`src/rtl/fifo_uart_tx.sv`:
```
// UART transmitter that pops words from a FIFO read port and serialises them LSB first.
// Frame: start, DATA_WIDTH data bits, optional parity, stop; one bit per CLK; TX_OUT registered.
module fifo_uart_tx #(
  parameter int DATA_WIDTH = 8
) (
  input  logic                  CLK,
  input  logic                  RST,
  input  logic                  EMPTY,
  input  logic [DATA_WIDTH-1:0] RD_DATA,
  input  logic                  PAR_EN,
  input  logic                  PAR_TYP,
  output logic                  R_INC,
  output logic                  TX_OUT,
  output logic                  BUSY
);

  localparam int CW = $clog2(DATA_WIDTH) + 1;
  localparam logic [CW-1:0] LAST_BIT = CW'(DATA_WIDTH);

  typedef enum logic [2:0] {IDLE, START, DATA, PARITY, STOP} state_t;

  state_t                state, state_nxt;
  logic [DATA_WIDTH-1:0] shreg, shreg_nxt;
  logic [CW-1:0]         cnt, cnt_nxt;
  logic                  par_en_q, par_en_nxt;
  logic                  par_typ_q, par_typ_nxt;
  logic                  par_q, par_nxt;
  logic                  tx_nxt;
  logic                  load;

  // RST gating keeps the pop strobe quiet while the block is held in reset
  assign load  = RST && ((state == IDLE) || (state == STOP)) && !EMPTY;
  assign R_INC = load;
  assign BUSY  = (state != IDLE);

  always_ff @(posedge CLK or negedge RST) begin
    if (!RST) begin
      state     <= IDLE;
      shreg     <= '0;
      cnt       <= '0;
      par_en_q  <= 1'b0;
      par_typ_q <= 1'b0;
      par_q     <= 1'b0;
      TX_OUT    <= 1'b1;
    end else begin
      state     <= state_nxt;
      shreg     <= shreg_nxt;
      cnt       <= cnt_nxt;
      par_en_q  <= par_en_nxt;
      par_typ_q <= par_typ_nxt;
      par_q     <= par_nxt;
      TX_OUT    <= tx_nxt;
    end
  end

  always_comb begin
    state_nxt   = state;
    shreg_nxt   = shreg;
    cnt_nxt     = cnt;
    par_en_nxt  = par_en_q;
    par_typ_nxt = par_typ_q;
    par_nxt     = par_q;
    tx_nxt      = 1'b1;
    if (load) begin
      // word parity is taken now because the shift register is consumed bit by bit
      state_nxt   = START;
      shreg_nxt   = RD_DATA;
      cnt_nxt     = '0;
      par_en_nxt  = PAR_EN;
      par_typ_nxt = PAR_TYP;
      par_nxt     = ^RD_DATA;
      tx_nxt      = 1'b0;
    end else begin
      case (state)
        START: begin
          state_nxt = DATA;
          tx_nxt    = shreg[0];
          shreg_nxt = shreg >> 1;
          cnt_nxt   = CW'(1);
        end
        DATA: begin
          if (cnt == LAST_BIT) begin
            if (par_en_q) begin
              state_nxt = PARITY;
              tx_nxt    = par_q ^ par_typ_q;
            end else begin
              state_nxt = STOP;
            end
          end else begin
            tx_nxt    = shreg[0];
            shreg_nxt = shreg >> 1;
            cnt_nxt   = cnt + CW'(1);
          end
        end
        PARITY:  state_nxt = STOP;
        STOP:    state_nxt = IDLE;
        default: state_nxt = IDLE;
      endcase
    end
  end

endmodule

```
`config.mk`:
```
export PLATFORM = sky130hd
export DESIGN_NAME = fifo_uart_tx
export DESIGN_NICKNAME = d
export VERILOG_FILES = /design/src/rtl/fifo_uart_tx.sv
export SDC_FILE = /design/constraint.sdc
export NUM_CORES = 1
export LEC_CHECK = 0
export ABC_CLOCK_PERIOD_IN_PS = 4150
export BUFFER_PORTS_ARGS = -buffer_cell sky130_fd_sc_hd__buf_4
export CELL_PAD_IN_SITES_DETAIL_PLACEMENT = 0
export CELL_PAD_IN_SITES_GLOBAL_PLACEMENT = 1
export CORE_ASPECT_RATIO = 1.75
export CORE_MARGIN = 2
export CORE_UTILIZATION = 46
export DETAILED_ROUTE_END_ITERATION = 8
export GPL_TIMING_DRIVEN = 0
export PLACE_DENSITY = 0.84
export SLEW_MARGIN = 20
export SYNTH_ARGS = -nofsm -noshare
export SYNTH_HDL_FRONTEND = slang
export SYNTH_SLANG_ARGS = --single-unit
```
`constraint.sdc`:
```
create_clock -name CLK -period 4.15 [get_ports CLK]
set_clock_uncertainty 0.2 [all_clocks]
set_input_delay 0.6225 -clock CLK [delete_from_list [all_inputs] [get_ports CLK]]
set_output_delay 0.6225 -clock CLK [all_outputs]
set_load 0.02 [all_outputs]
```
# [Word-level counts from Yosys, hierarchy flattened]
# Cells that the tools add are included.
[classes] bitwise_logic=1 n_eq_ne=7 addsub=1 reduce_logical=9 muxes=14
[op_table] operator="$mux W8" n=2
[op_table] operator="$pmux W8 S2" n=1
[op_table] operator="$mux W3" n=3
[op_table] operator="$pmux W3 S3" n=1
[op_table] operator="$mux W4" n=2
[op_table] operator="$pmux W4 S2" n=1
[op_table] operator="$reduce_xor A8 Y1" n=1
[op_table] operator="$eq A3 B2 Y1 const B" n=2
[op_table] operator="$ne A3 B3 Y1 const B" n=2
[op_table] operator="$reduce_bool A3 Y1" n=2
[op_table] operator="$add A4 B1 Y4 const B" n=1
[op_table] operator="$eq A4 B4 Y1 const B" n=1
[op_table] operator="$eq A3 B1 Y1 const B" n=1
[op_table] operator="$eq A3 B3 Y1 const B" n=1
[op_table] operator="$logic_not A3 Y1" n=1
[op_table] operator="$mux W1" n=3
[op_table] operator="$logic_and A1 B1 Y1" n=2
[op_table] operator="$pmux W1 S2" n=1
[op_table] operator="$reduce_and A2 Y1" n=1
[op_table] operator="$logic_not A1 Y1" n=1
[op_table] operator="$logic_or A1 B1 Y1" n=1
[op_table] operator="$xor A1 B1 Y1" n=1
[totals] out_inout_bits=3 in_bits=13 ff_bits=19 word_cells=39

# [Longest topological paths before layout]
# Gate-level depths: netlist (run 1).
[logic_depth] ltp_word=6 depth_mapped=6 depth_no_buf=6

# [Least setup slack after synthesis (run 1)]
# No wires, ideal clock.
[synth_timing] kind="input-to-output" startpoint="input port EMPTY" endpoint="output port R_INC" arrival_time_ps=1294 cell_stages=3 setup_slack_ps=2034 required_time_ps=3327 n_path_buf=2 path_cell_list="nor4b_1 > buf_2 > buf_4"
[synth_via] elab_chain_cells=2
[synth_lines] item="start: declaration" line="8" source="input logic EMPTY,"
[synth_lines] item="$logic_not A1 Y1" line="32" source="assign load = RST && ((state == IDLE) || (state == STOP)) && !EMPTY;"
[synth_lines] item="$logic_and A1 B1 Y1" line="32"
[synth_lines] item="end: declaration" line="12" source="output logic R_INC,"
# No other way between the ends.

# [Worst setup path after layout (run 1)]
[layout_timing] startpoint="input port RST" endpoint="output port R_INC"
[layout_via] elab_chain_cells=2
[layout_lines] item="start: declaration" line="7" source="input logic RST,"
[layout_lines] item="$logic_and A1 B1 Y1 (2 in a row)" line="32"
# No other way between the ends.

==> impl_results.md, run 1 <==
- Status: complete, no violations
- Simple-gate share of the synthesized area: 0.200
- Multi-input gate area: approximately 560 um2
- CP Class: in2out
- Post-synthesis mux area share: 0.0205
- Synth Area in Adders: 0.0228
- Worst-path clk slew: 0.07 ns
- Port buffer count: 15
- Pleak: 0.572 nW
- CP Data Arrival Time: 1.92 ns
- Antenna cells: 0
- Pin count of the biggest net entering global routing: 22
- Main synth FF type: dfrtp_1
- Crit Path Max Fanout: 21
- Vias in the first global route: 900
- Critical path required time: 3.33 ns
- HP Class: in2async
- YS warnings: 0
- Final TNS setup: 0 ns
- Final ANT Viol Nets: 0
- Crit path from: RST
- Cell taking the most area after synthesis: dfrtp_1
- Final hold vios: 0
- CP dominant cell by count: buf_4
- H-tree Lvls: 1
- Slew HR: 0.728
- CTS max path bufs: 2
- Largest delay contributor family on the critical path: buffers and inverters
- Setup-failing EPs final: 0
- Die width: 40.9 um
- Fill cells: between 200 and 250
- Post-Syn Instances: 109
- Final WL: 2.31 mm
- First-pass GRT wire length: slightly above 4 mm
- PD cells: roughly 750 mW/mm2
- Drt pass-1 iters: 4
- Gpl congestion: around 0.73
- Crit-path cells: buf_4 -> nor4b_1 -> buf_2 -> buf_4 -> buf_4
- Asr flop ratio synth: 1.00
- Mapped Area: about 0.0011 mm2
- Post-synthesis compound-gate area fraction: 0.201
- Nets@finish: 144
- Starting density of the core: 0.483
- VDD IR max: 0.000355 V
- Routed len/inst: 15.1 um
- RSZ-0062 raised after global routing: false
- Largest family of logic cells by synthesized area: compound AO/OA/AOI/OAI gates
- Initial antenna violation count: 0
- Post-DR vias/cell: roughly 5.8
- Area contributors post-synth: dfrtp_1, xnor2_1, a21oi_1
- Later-pin clock latency in the skew report: 0.26 ns
- Syn nets: 124
- Grt total ovfl: 0
- Fin crit share: 0.660
- Area Growth Syn to Fin: 17.2%
- Share of the synthesized area in the top cell type: 0.410
- Worst path slowest cell: nor4b_1
- Core area: ~0.0023 mm2
- Post-Synth XOR/XNOR Area: 0.0639
- Sequential Area: 477 um2
- CP Launch Type: input port
- CP max stage delay: just under 0.4 ns
- Avg Cell Area, Syn: 10.1 um2
- R2R cell count: 6
- Hold-fix buffers at CTS: 0
- Total power: between 0.0009 and 0.001 W
- Die ar.: about 0.0028 mm2
- Tot GR Track Use: 0.217
- Final Util: 0.566
- Register bit count reported by yosys: 19
- Buffers & Inverters on Critical Path: 4
- Sequential fraction of the synthesis area: 0.434
- Slew at the pin with the worst max-slew slack: 0.403 ns
- Sink Count: 19
- I/O Pins: 16
- CP endpoint kind: primary output
- CTS Buf Count: 3
- Clock root buffer: clkbuf_8
- Die Span Y: between 60 and 70 um
- Share of layout cells above drive strength 1: 0.250
- Via count: 882
- # rows: 23
- Worst flop-to-flop path startpoint: cnt[0]
- Remaining DRCs: 0
- Synth cell types: 35
- CTS tree: done
- Post-synth EDFFs: 0
- CTS resizes: 0
- Post-CTS Setup Repair Bufs: 0
- Hpwl dp: 1.76 mm
- Final min period: 2.74 ns
- Critical path depth in cells: 5
- F_max: 0.365 GHz
- Detailed Route Iter0 Violations: 24
- Max-Cap Viols: 0
- Max-slew violations: 0
## kinds of logic after synthesis
kind of cell	Yosys count
compound gates	29
xor+xnor	8
mux	2
simple gates	35
flops	19
buf+inv	14
fa+ha+maj	2
## synth_stat cells (4+ instances only)
master / n
dfrtp_1: 18
a21oi_1: 9
inv_1: 9
xnor2_1: 8
nand2_1: 5
nor2_1: 5
nor3_1: 4
o31ai_1: 4
## layout by cell type, fill, tap and decap left out, drive strengths merged, types with 2 or more instances in the layout
| cell type | synthesis | layout |
|---|---|---|
| a21oi | 11 | 11 |
| a221o | 3 | 3 |
| a221oi | 2 | 2 |
| a22o | 3 | 3 |
| and2 | 3 | 3 |
| buf | 5 | 20 |
| clkbuf | 0 | 4 |
| dfrtp | 18 | 18 |
| ha | 2 | 2 |
| inv | 9 | 9 |
| mux2 | 2 | 2 |
| nand2 | 5 | 5 |
| nand2b | 3 | 3 |
| nand3 | 3 | 3 |
| nand3b | 2 | 2 |
| nor2 | 6 | 6 |
| nor3 | 5 | 5 |
| o21ai | 2 | 2 |
| o311ai | 2 | 2 |
| o31ai | 4 | 4 |
| or2b | 2 | 2 |
| or3 | 2 | 2 |
| xnor2 | 8 | 8 |
## layer usage
layer	global-route usage	up-vias	routed length (um)
met5	0	-	0
met4	0.125	0	61
met3	0.0192	5	64
met2	0.352	16	1290
met1	0.265	430	894
li1	-	431	-
## area by class of cell
cell class                      instances  share of cell area
Tap cell                               25              0.0243
Sequential cell                        19               0.371
Clock buffer                            4              0.0350
Inverter                                9              0.0263
Buffer                                  5              0.0233
Multi-Input combinational cell         76               0.433
Timing Repair Buffer                   15              0.0875
## power by group
group          internal (W)  switching [W]  leakage (nW)
Sequential         0.000277      0.0000650         0.233
Combinational      0.000229       0.000266         0.317
Clock             0.0000685      0.0000632        0.0228
## stage by stage
step,hold WS [ns],std cells,setup slack (ns),cell area (um2)
after global placement,0.293,149,1.39,1240
after CTS,0.0375,153,1.39,1290
after detailed placement,0.312,149,1.39,1240
after global routing,0.0482,153,1.28,1290
after floorplan,0.127,109,2.03,1100
final,0.0236,153,1.41,1290
## sequential cells by signal, indices dropped and copies added (netlist names)
signal,flops
par_typ_q,1
state,3
cnt,4
TX_OUT,1
par_q,1
shreg,8
par_en_q,1
## final timing paths
| kind | to | slack (ns) |
|---|---|---|
| setup / recovery | R_INC | 1.41 |
| hold / removal | state[2] | 0.02 |
| setup reg to reg | cnt[0] | 2.09 |
| hold reg to reg | shreg[3] | 0.33 |
| max in group asynchronous | TX_OUT | 3.46 |
| min in group CLK | shreg[3] | 0.33 |
No activity file was read; power rests on OpenSTA's default activity.
==> run 2: changes to the inputs <==
--- a/config.mk
+++ b/config.mk
@@ -5,16 +5,17 @@
 export SDC_FILE = /design/constraint.sdc
 export NUM_CORES = 1
 export LEC_CHECK = 0
-export ABC_CLOCK_PERIOD_IN_PS = 4150
+export ABC_AREA = 1
+export ABC_CLOCK_PERIOD_IN_PS = 2450
 export BUFFER_PORTS_ARGS = -buffer_cell sky130_fd_sc_hd__buf_4
 export CELL_PAD_IN_SITES_DETAIL_PLACEMENT = 0
 export CELL_PAD_IN_SITES_GLOBAL_PLACEMENT = 1
 export CORE_ASPECT_RATIO = 1.75
 export CORE_MARGIN = 2
-export CORE_UTILIZATION = 46
+export CORE_UTILIZATION = 36
 export DETAILED_ROUTE_END_ITERATION = 8
 export GPL_TIMING_DRIVEN = 0
-export PLACE_DENSITY = 0.84
+export PLACE_DENSITY = 0.76
 export SLEW_MARGIN = 20
 export SYNTH_ARGS = -nofsm -noshare
 export SYNTH_HDL_FRONTEND = slang
==> constraint.sdc (replaced) <==
create_clock -name CLK -period 2.45 [get_ports CLK]
set_clock_uncertainty 0.2 [all_clocks]
set_input_delay 0.3675 -clock CLK [delete_from_list [all_inputs] [get_ports CLK]]
set_output_delay 0.3675 -clock CLK [all_outputs]
set_load 0.02 [all_outputs]
==> run 2 against run 1 <==
Compared with the run above:
- sequential share of layout area fell by 2.6 points
- register-to-register slack lost 1.4 ns
- largest cell class unchanged
- critical endpoint unchanged
- via count increased by 19%
- die area up 32%
- synthesized cell count grew 50%
- core utilization shrank 12 points
- sequential power is 64% higher
- area after synthesis is 5.6% higher
- critical path depth increased by 2
- clock power rose by 65%
==> impl_results.md, run 2 <==
- Status: complete, no violations
- Tot GR Track Use: 0.145
- Max-Cap Viols: 0
- Core area: 0.00311 mm2
- Met3 Wirelength: between 40 and 50 um
- Share of layout cells above drive strength 1: 0.196
- VDD IR max: 0.000458 V
- Most frequent cells in the layout: nand2_1, inv_1, dfrtp_1
- Sink Count: 19
- CTS max path bufs: 2
- R2r endpoint: state[0]
- Fill cells: 347
- Post-synthesis compound-gate area fraction: 0.0896
- Final worst setup slack: 0.166 ns
- Worst-path clk slew: 0.07 ns
- Later-pin clock latency in the skew report: 0.25 ns
- Critical path required time: 1.88 ns
- Post-synthesis mux area share: 0
- Crit path from: RST
- Hpwl dp: 1.95 mm
- Nets@finish: 200
- Final ANT Viol Nets: 0
- Clock share of power: 0.139
- Die width: between 40 and 50 um
- Most numerous cell in the Yosys netlist: nand2_1
- Largest family of logic cells by synthesized area: simple AND/OR/NAND/NOR gates
- Asr flop ratio synth: 1.00
- Synth cell types: 20
- Slew at the pin with the worst max-slew slack: 0.321 ns
- # rows: 27
- P_int: slightly below 0.0009 W
- Gpl congestion: 0.806
- Dpl ws: roughly 0.63 ns
- M1 WL: around 940 um
- Syn nets: 179
- Met2 WL: between 1 and 1.5 mm
- Switch Pwr: between 0.0007 and 0.0008 W
- Initial antenna violation count: 0
- Setup crit end: R_INC
- Top reg by flops: shreg
- Fin crit share: 0.932
- Setup-failing EPs final: 0
- Vias in the first global route: just under 1000
- Starting density of the core: 0.373
- R2R setup slack: approximately 0.7 ns
- Net Sw Frac: 0.448
- CP Class: in2out
- Post-Syn Instances: 164
- Share of the synthesized area in the top cell type: 0.389
- Final Util: 0.445
- Slew HR: 0.785
- Final WL: 2.42 mm
- Pin count of the biggest net entering global routing: 21
- Reg power frac: 0.358
- Post-Synth XOR/XNOR Area: 0.0151
- YS warnings: 0
- Synth Area in Adders: 0.0216
- H-tree Lvls: 1
- RSZ-0062 raised after global routing: false
- First-pass GRT wire length: 3.92 mm
- Crit Path Max Fanout: 20
- Grt total ovfl: 0
- Die Span Y: 79.0 um
- Area contributors post-synth: dfrtp_1, nand2_1, inv_1
- Drt pass-1 iters: 4
- Port buffer count: 15
- Highest Signal Layer: met4
- Detailed Route Iter0 Violations: 23
- CP endpoint kind: primary output
- Avg Cell Area, Syn: between 7 and 8 um2
- Final TNS setup: 0 ns
- Largest register FFs: 8
- Comb power frac: 0.504
- Clock root buffer: clkbuf_8
- Final min period: 2.28 ns
- Main synth FF type: dfrtp_1
- Die ar.: 0.00371 mm2
- Most common cell after layout, fill and taps aside: nand2_1
- Remaining DRCs: 0
- Post-synth EDFFs: 0
- Sequential Area: ~480 um2
- Biggest regs: shreg x8, cnt x4, state x3
- CP Data Arrival Time: 1.72 ns
- Worst flop-to-flop path startpoint: cnt[0]
- Max-slew violations: 0
- Routed len/inst: 10.7 um
- CTS Buf Count: 3
- I/O Pins: 16
- Final hold vios: 0
- Mapped Area: roughly 0.0012 mm2
- HP Class: in2reg
- Multi-input gate area: roughly 580 um2
- Sequential fraction of the synthesis area: 0.411
- Pleak: 0.752 nW
- CP Launch Type: input port
- Simple-gate share of the synthesized area: 0.371
- Most frequent cells after synthesis: nand2_1, inv_1, dfrtp_1
- Via count: 1049
- R2R cell count: 8
- Antenna cells: 0
- Post-DR vias/cell: 4.62
- F_max: 0.438 GHz
- Area Growth Syn to Fin: 19.4%
- Cell taking the most area after synthesis: dfrtp_1
- CTS tree: done
- Register bit count reported by yosys: 19
- PD cells: between 1000 and 1500 mW/mm2
-- run 2: layout make-up --
| class | count | share of cell area |
|---|---|---|
| multi-input combinational | 119 | 0.417 |
| sequential | 19 | 0.344 |
| timing repair buffer | 16 | 0.0913 |
| inverter | 24 | 0.0651 |
| tap | 43 | 0.0389 |
| clock buffer | 4 | 0.0325 |
| buffer | 2 | 0.0108 |
-- run 2: how the worst min path moves through the flow --
stage / cells after the start / end / startpoint
floorplan: 0 / cnt[0] / RST
global placement: 1 / state[2] / RST
detailed placement: 1 / state[2] / RST
CTS: 3 / par_en_q / PAR_EN
global route: 3 / par_en_q / PAR_EN
finish: 3 / par_en_q / PAR_EN
-- run 2: logic make-up after synthesis --
logic type | count (synthesis)
AOI/OAI and AO/OA | 15
xor gates and xnor gates | 2
adders and majority gates | 2
buffers and inverters | 26
DFF | 19
and+or+nand+nor | 100
-- run 2: routing by layer --
layer  vias up  track usage
met3         2       0.0205
met5         -            0
met2        12        0.264
met1       486        0.154
met4         0       0.0611
li1        549            -
-- run 2: metrics by stage --
step	cell area, um2	power (W)	hold slack [ns]	std cells
2_1_floorplan	1160	0.00115	-0.128	164
3_3_place_gp	1330	0.00133	0.0595	222
3_5_place_dp	1330	0.00137	0.0655	222
4_1_cts	1380	0.00159	0.123	227
5_1_grt	1380	0.00171	0.126	227
6_report	1380	0.00157	0.124	227
-- run 2: critical path: stages --
cell and delay, ns:
dlygate4sd3_1 0.54, buf_6 0.21, inv_1 0.06, nor2_1 0.11, nand2_2 0.08, inv_2 0.16, buf_4 0.17
-- run 2: power groups by stage --
stage	clock network, W	registers [W]	logic [W]
6_report	0.000218	0.000562	0.000791
5_1_grt	0.000237	0.000579	0.000897
4_1_cts	0.000221	0.000561	0.000804
3_5_place_dp	0	0.000566	0.000799
3_3_place_gp	0	0.000559	0.000768
2_1_floorplan	0	0.000557	0.000594
-- run 2: what timing repair did --
| action | 4_1_cts | 5_1_grt |
|---|---|---|
| gates resized for setup | 0 | 1 |
| endpoints found under the setup margin | 0 | 1 |
| endpoints found under the hold margin | 18 | 0 |
| hold buffers | 1 | 0 |
| setup buffers | 0 | 0 |
==> run 3: changes to the inputs <==
--- a/config.mk
+++ b/config.mk
@@ -6,16 +6,16 @@
 export NUM_CORES = 1
 export LEC_CHECK = 0
 export ABC_AREA = 1
-export ABC_CLOCK_PERIOD_IN_PS = 2450
+export ABC_CLOCK_PERIOD_IN_PS = 2300
 export BUFFER_PORTS_ARGS = -buffer_cell sky130_fd_sc_hd__buf_4
 export CELL_PAD_IN_SITES_DETAIL_PLACEMENT = 0
 export CELL_PAD_IN_SITES_GLOBAL_PLACEMENT = 1
 export CORE_ASPECT_RATIO = 1.75
 export CORE_MARGIN = 2
-export CORE_UTILIZATION = 36
+export CORE_UTILIZATION = 40
 export DETAILED_ROUTE_END_ITERATION = 8
 export GPL_TIMING_DRIVEN = 0
-export PLACE_DENSITY = 0.76
+export PLACE_DENSITY = 0.79
 export SLEW_MARGIN = 20
 export SYNTH_ARGS = -nofsm -noshare
 export SYNTH_HDL_FRONTEND = slang
==> constraint.sdc (replaced) <==
create_clock -name CLK -period 2.3 [get_ports CLK]
set_clock_uncertainty 0.2 [all_clocks]
set_input_delay 0.345 -clock CLK [delete_from_list [all_inputs] [get_ports CLK]]
set_output_delay 0.345 -clock CLK [all_outputs]
set_load 0.02 [all_outputs]
==> run 3 against run 2 <==
Compared with the run above:
- non-clock buffer count is 1 higher
- die area is 9.3% lower
- largest power group unchanged
- design area is 1.0% lower
- core utilization is 5.8 points higher
- register-to-register slack worse by 0.12 ns
- sequential share of layout area is 0.35 points higher
- hold slack worse by 0.028 ns
- cell count is 6.6% lower
- total power is 6.5% higher
==> impl_results.md, run 3 (synthesis gave the netlist of run 2 again) <==
- Placed cells: between 200 and 250
- Largest register FFs: 8
- Most common cell after layout, fill and taps aside: nand2_1
- Clock share of power: 0.139
- First-pass GRT wire length: 4.23 mm
- Pleak: 0.755 nW
- Fin crit share: 0.900
- # rows: 25
- Share of layout cells above drive strength 1: 0.195
- PD cells: ~1200 mW/mm2
- Remaining DRCs: 0
- Die Span Y: 75.2 um
- Critical path required time: 1.75 ns
- Most frequent cells in the layout: nand2_1, inv_1, dfrtp_1
- Initial antenna violation count: 0
- M1 GR Usage: 0.179
- Grt total ovfl: 0
- H-tree Lvls: 1
- CP Launch Type: input port
- Final hold vios: 0
- CTS max path bufs: 2
- Crit Path Max Fanout: 10
- Tot GR Track Use: 0.175
- Max-slew violations: 0
- Final TNS setup: 0 ns
- Gpl congestion: 0.734
- CP Class: in2out
- Buffers & Inverters on Critical Path: 5
- P_int: ~0.00092 W
- Clock root buffer: clkbuf_8
- Vias in the first global route: 1040
- VDD IR max: about 0.0004 V
- CP Data Arrival Time: roughly 1.5 ns
- Crit path from: RST
- CTS tree: done
- Die width: 44.7 um
- Via count: ~1100
- Die ar.: about 0.0034 mm2
- Hold path startpoint: PAR_EN
- CP dominant cell by count: buf_4
- Top reg by flops: shreg
- Post-CTS Setup Repair Bufs: 0
- Slew HR: 0.418
- Detailed Route Iter0 Violations: 11
- Crit-path cells: dlygate4sd3_1 -> buf_4 -> inv_1 -> nor2_1 -> nand2_2 -> inv_2 -> buf_4
- Switch Pwr: 0.000748 W
- RSZ-0062 raised after global routing: false
- M3 GR Usage: 0.0216
- Busiest metal layer after global routing: met2
- Final min period: 2.07 ns
- Final WL: 2.48 mm
- Worst path slowest cell: dlygate4sd3_1
- Biggest regs: shreg x8, cnt x4, state x3
- Worst flop-to-flop path startpoint: cnt[0]
- CP max stage delay: 0.53 ns
- Fill cells: 282
- Later-pin clock latency in the skew report: 0.25 ns
- Largest delay contributor family on the critical path: buffers and inverters
- Comb power frac: 0.502
- Multi-input gate area: between 500 and 600 um2
- F_max: 0.483 GHz
- Sequential Area: around 480 um2
- Reg power frac: 0.359
- HP Class: in2reg
- Nets@finish: 201
- Starting density of the core: 0.426
- Final ANT Viol Nets: 0
- Net Sw Frac: 0.447
- Post-DR vias/cell: 4.99
- CTS resizes: 0
- CTS Buf Count: 3
- Core area: roughly 0.0027 mm2
- Port buffer count: 15
- Sink Count: 19
- Pin count of the biggest net entering global routing: 19
- Antenna cells: 0
- I/O Pins: 16
- Hpwl dp: 1.93 mm
- Met2 usage: 0.320
- Routed len/inst: 11.7 um
- Area Growth Syn to Fin: 18.3%
- Max-Cap Viols: 0
- Slew at the pin with the worst max-slew slack: between 0.8 and 0.9 ns
- CP endpoint kind: primary output
- Fin cells: 212
- Status: complete, no violations
- Setup-failing EPs final: 0
- Drt pass-1 iters: 4
- Worst-path clk slew: about 0.070 ns
==> run 3: changes by cell type in the layout (fill, tap and decap cells not counted) <==
| cell | delta |
|---|---|
| buf_6 | -1 |
| buf_4 | +1 |
| dlygate4sd3_1 | +1 |
==> run 3: final timing paths <==
| kind | end | slack [ns] | cells after the start |
|---|---|---|---|
| max in group asynchronous | shreg[4] | 0.27 | 3 |
| setup reg to reg | shreg[4] | 0.60 | 9 |
| setup / recovery | R_INC | 0.23 | 7 |
| hold / removal | par_en_q | 0.1 | 3 |
| min in group asynchronous | TX_OUT | 0.36 | 2 |
| hold reg to reg | shreg[3] | 0.31 | 2 |
==> run 3: area by class of cell <==
class                   instances  share of cell area
plain buffers                   2              0.0110
repair buffers                 17              0.0968
inverters                      24              0.0658
multi-input cells             119               0.421
well taps                      27              0.0247
clock buffers                   4              0.0329
flip-flops and latches         19               0.348
==> run 3: worst min-delay path, stage by stage <==
cell	delay [ns]
buf_4	0.08
nand2_1	0.04
o21ai_0	0.06
==> run 3: power by group through the flow <==
stage               logic [W]  clock network, W  registers [W]
global route         0.000967          0.000253       0.000621
floorplan            0.000632                 0       0.000593
CTS                  0.000861          0.000240       0.000601
detailed placement   0.000845                 0       0.000608
finish               0.000840          0.000233       0.000600
global placement     0.000821                 0       0.000599
==> run 3: what timing repair did <==
item,in CTS,in global routing
setup endpoints to repair,0,0
hold buffers,2,0
endpoints found under the hold margin,18,0
==> run 3: metal layers <==
metal / wire length, um / part of all wire
met5: 0 / 0
met4: 68 / 0.027
met3: 39 / 0.016
met2: 1390 / 0.56
met1: 986 / 0.40
==> run 3: through the flow <==
| step | power (W) | util | worst slack (ns) | cell area [um2] | hold slack (ns) |
|---|---|---|---|---|---|
| floorplan | 0.00123 | - | 0.780 | 1160 | -0.151 |
| global placement | 0.00142 | 0.480 | 0.547 | 1310 | 0.0347 |
| detailed placement | 0.00145 | 0.480 | 0.543 | 1310 | 0.0405 |
| CTS | 0.00170 | 0.503 | 0.213 | 1370 | 0.102 |
| global route | 0.00184 | 0.503 | 0.128 | 1370 | 0.127 |
| finish | 0.00167 | 0.503 | 0.230 | 1370 | 0.0964 |
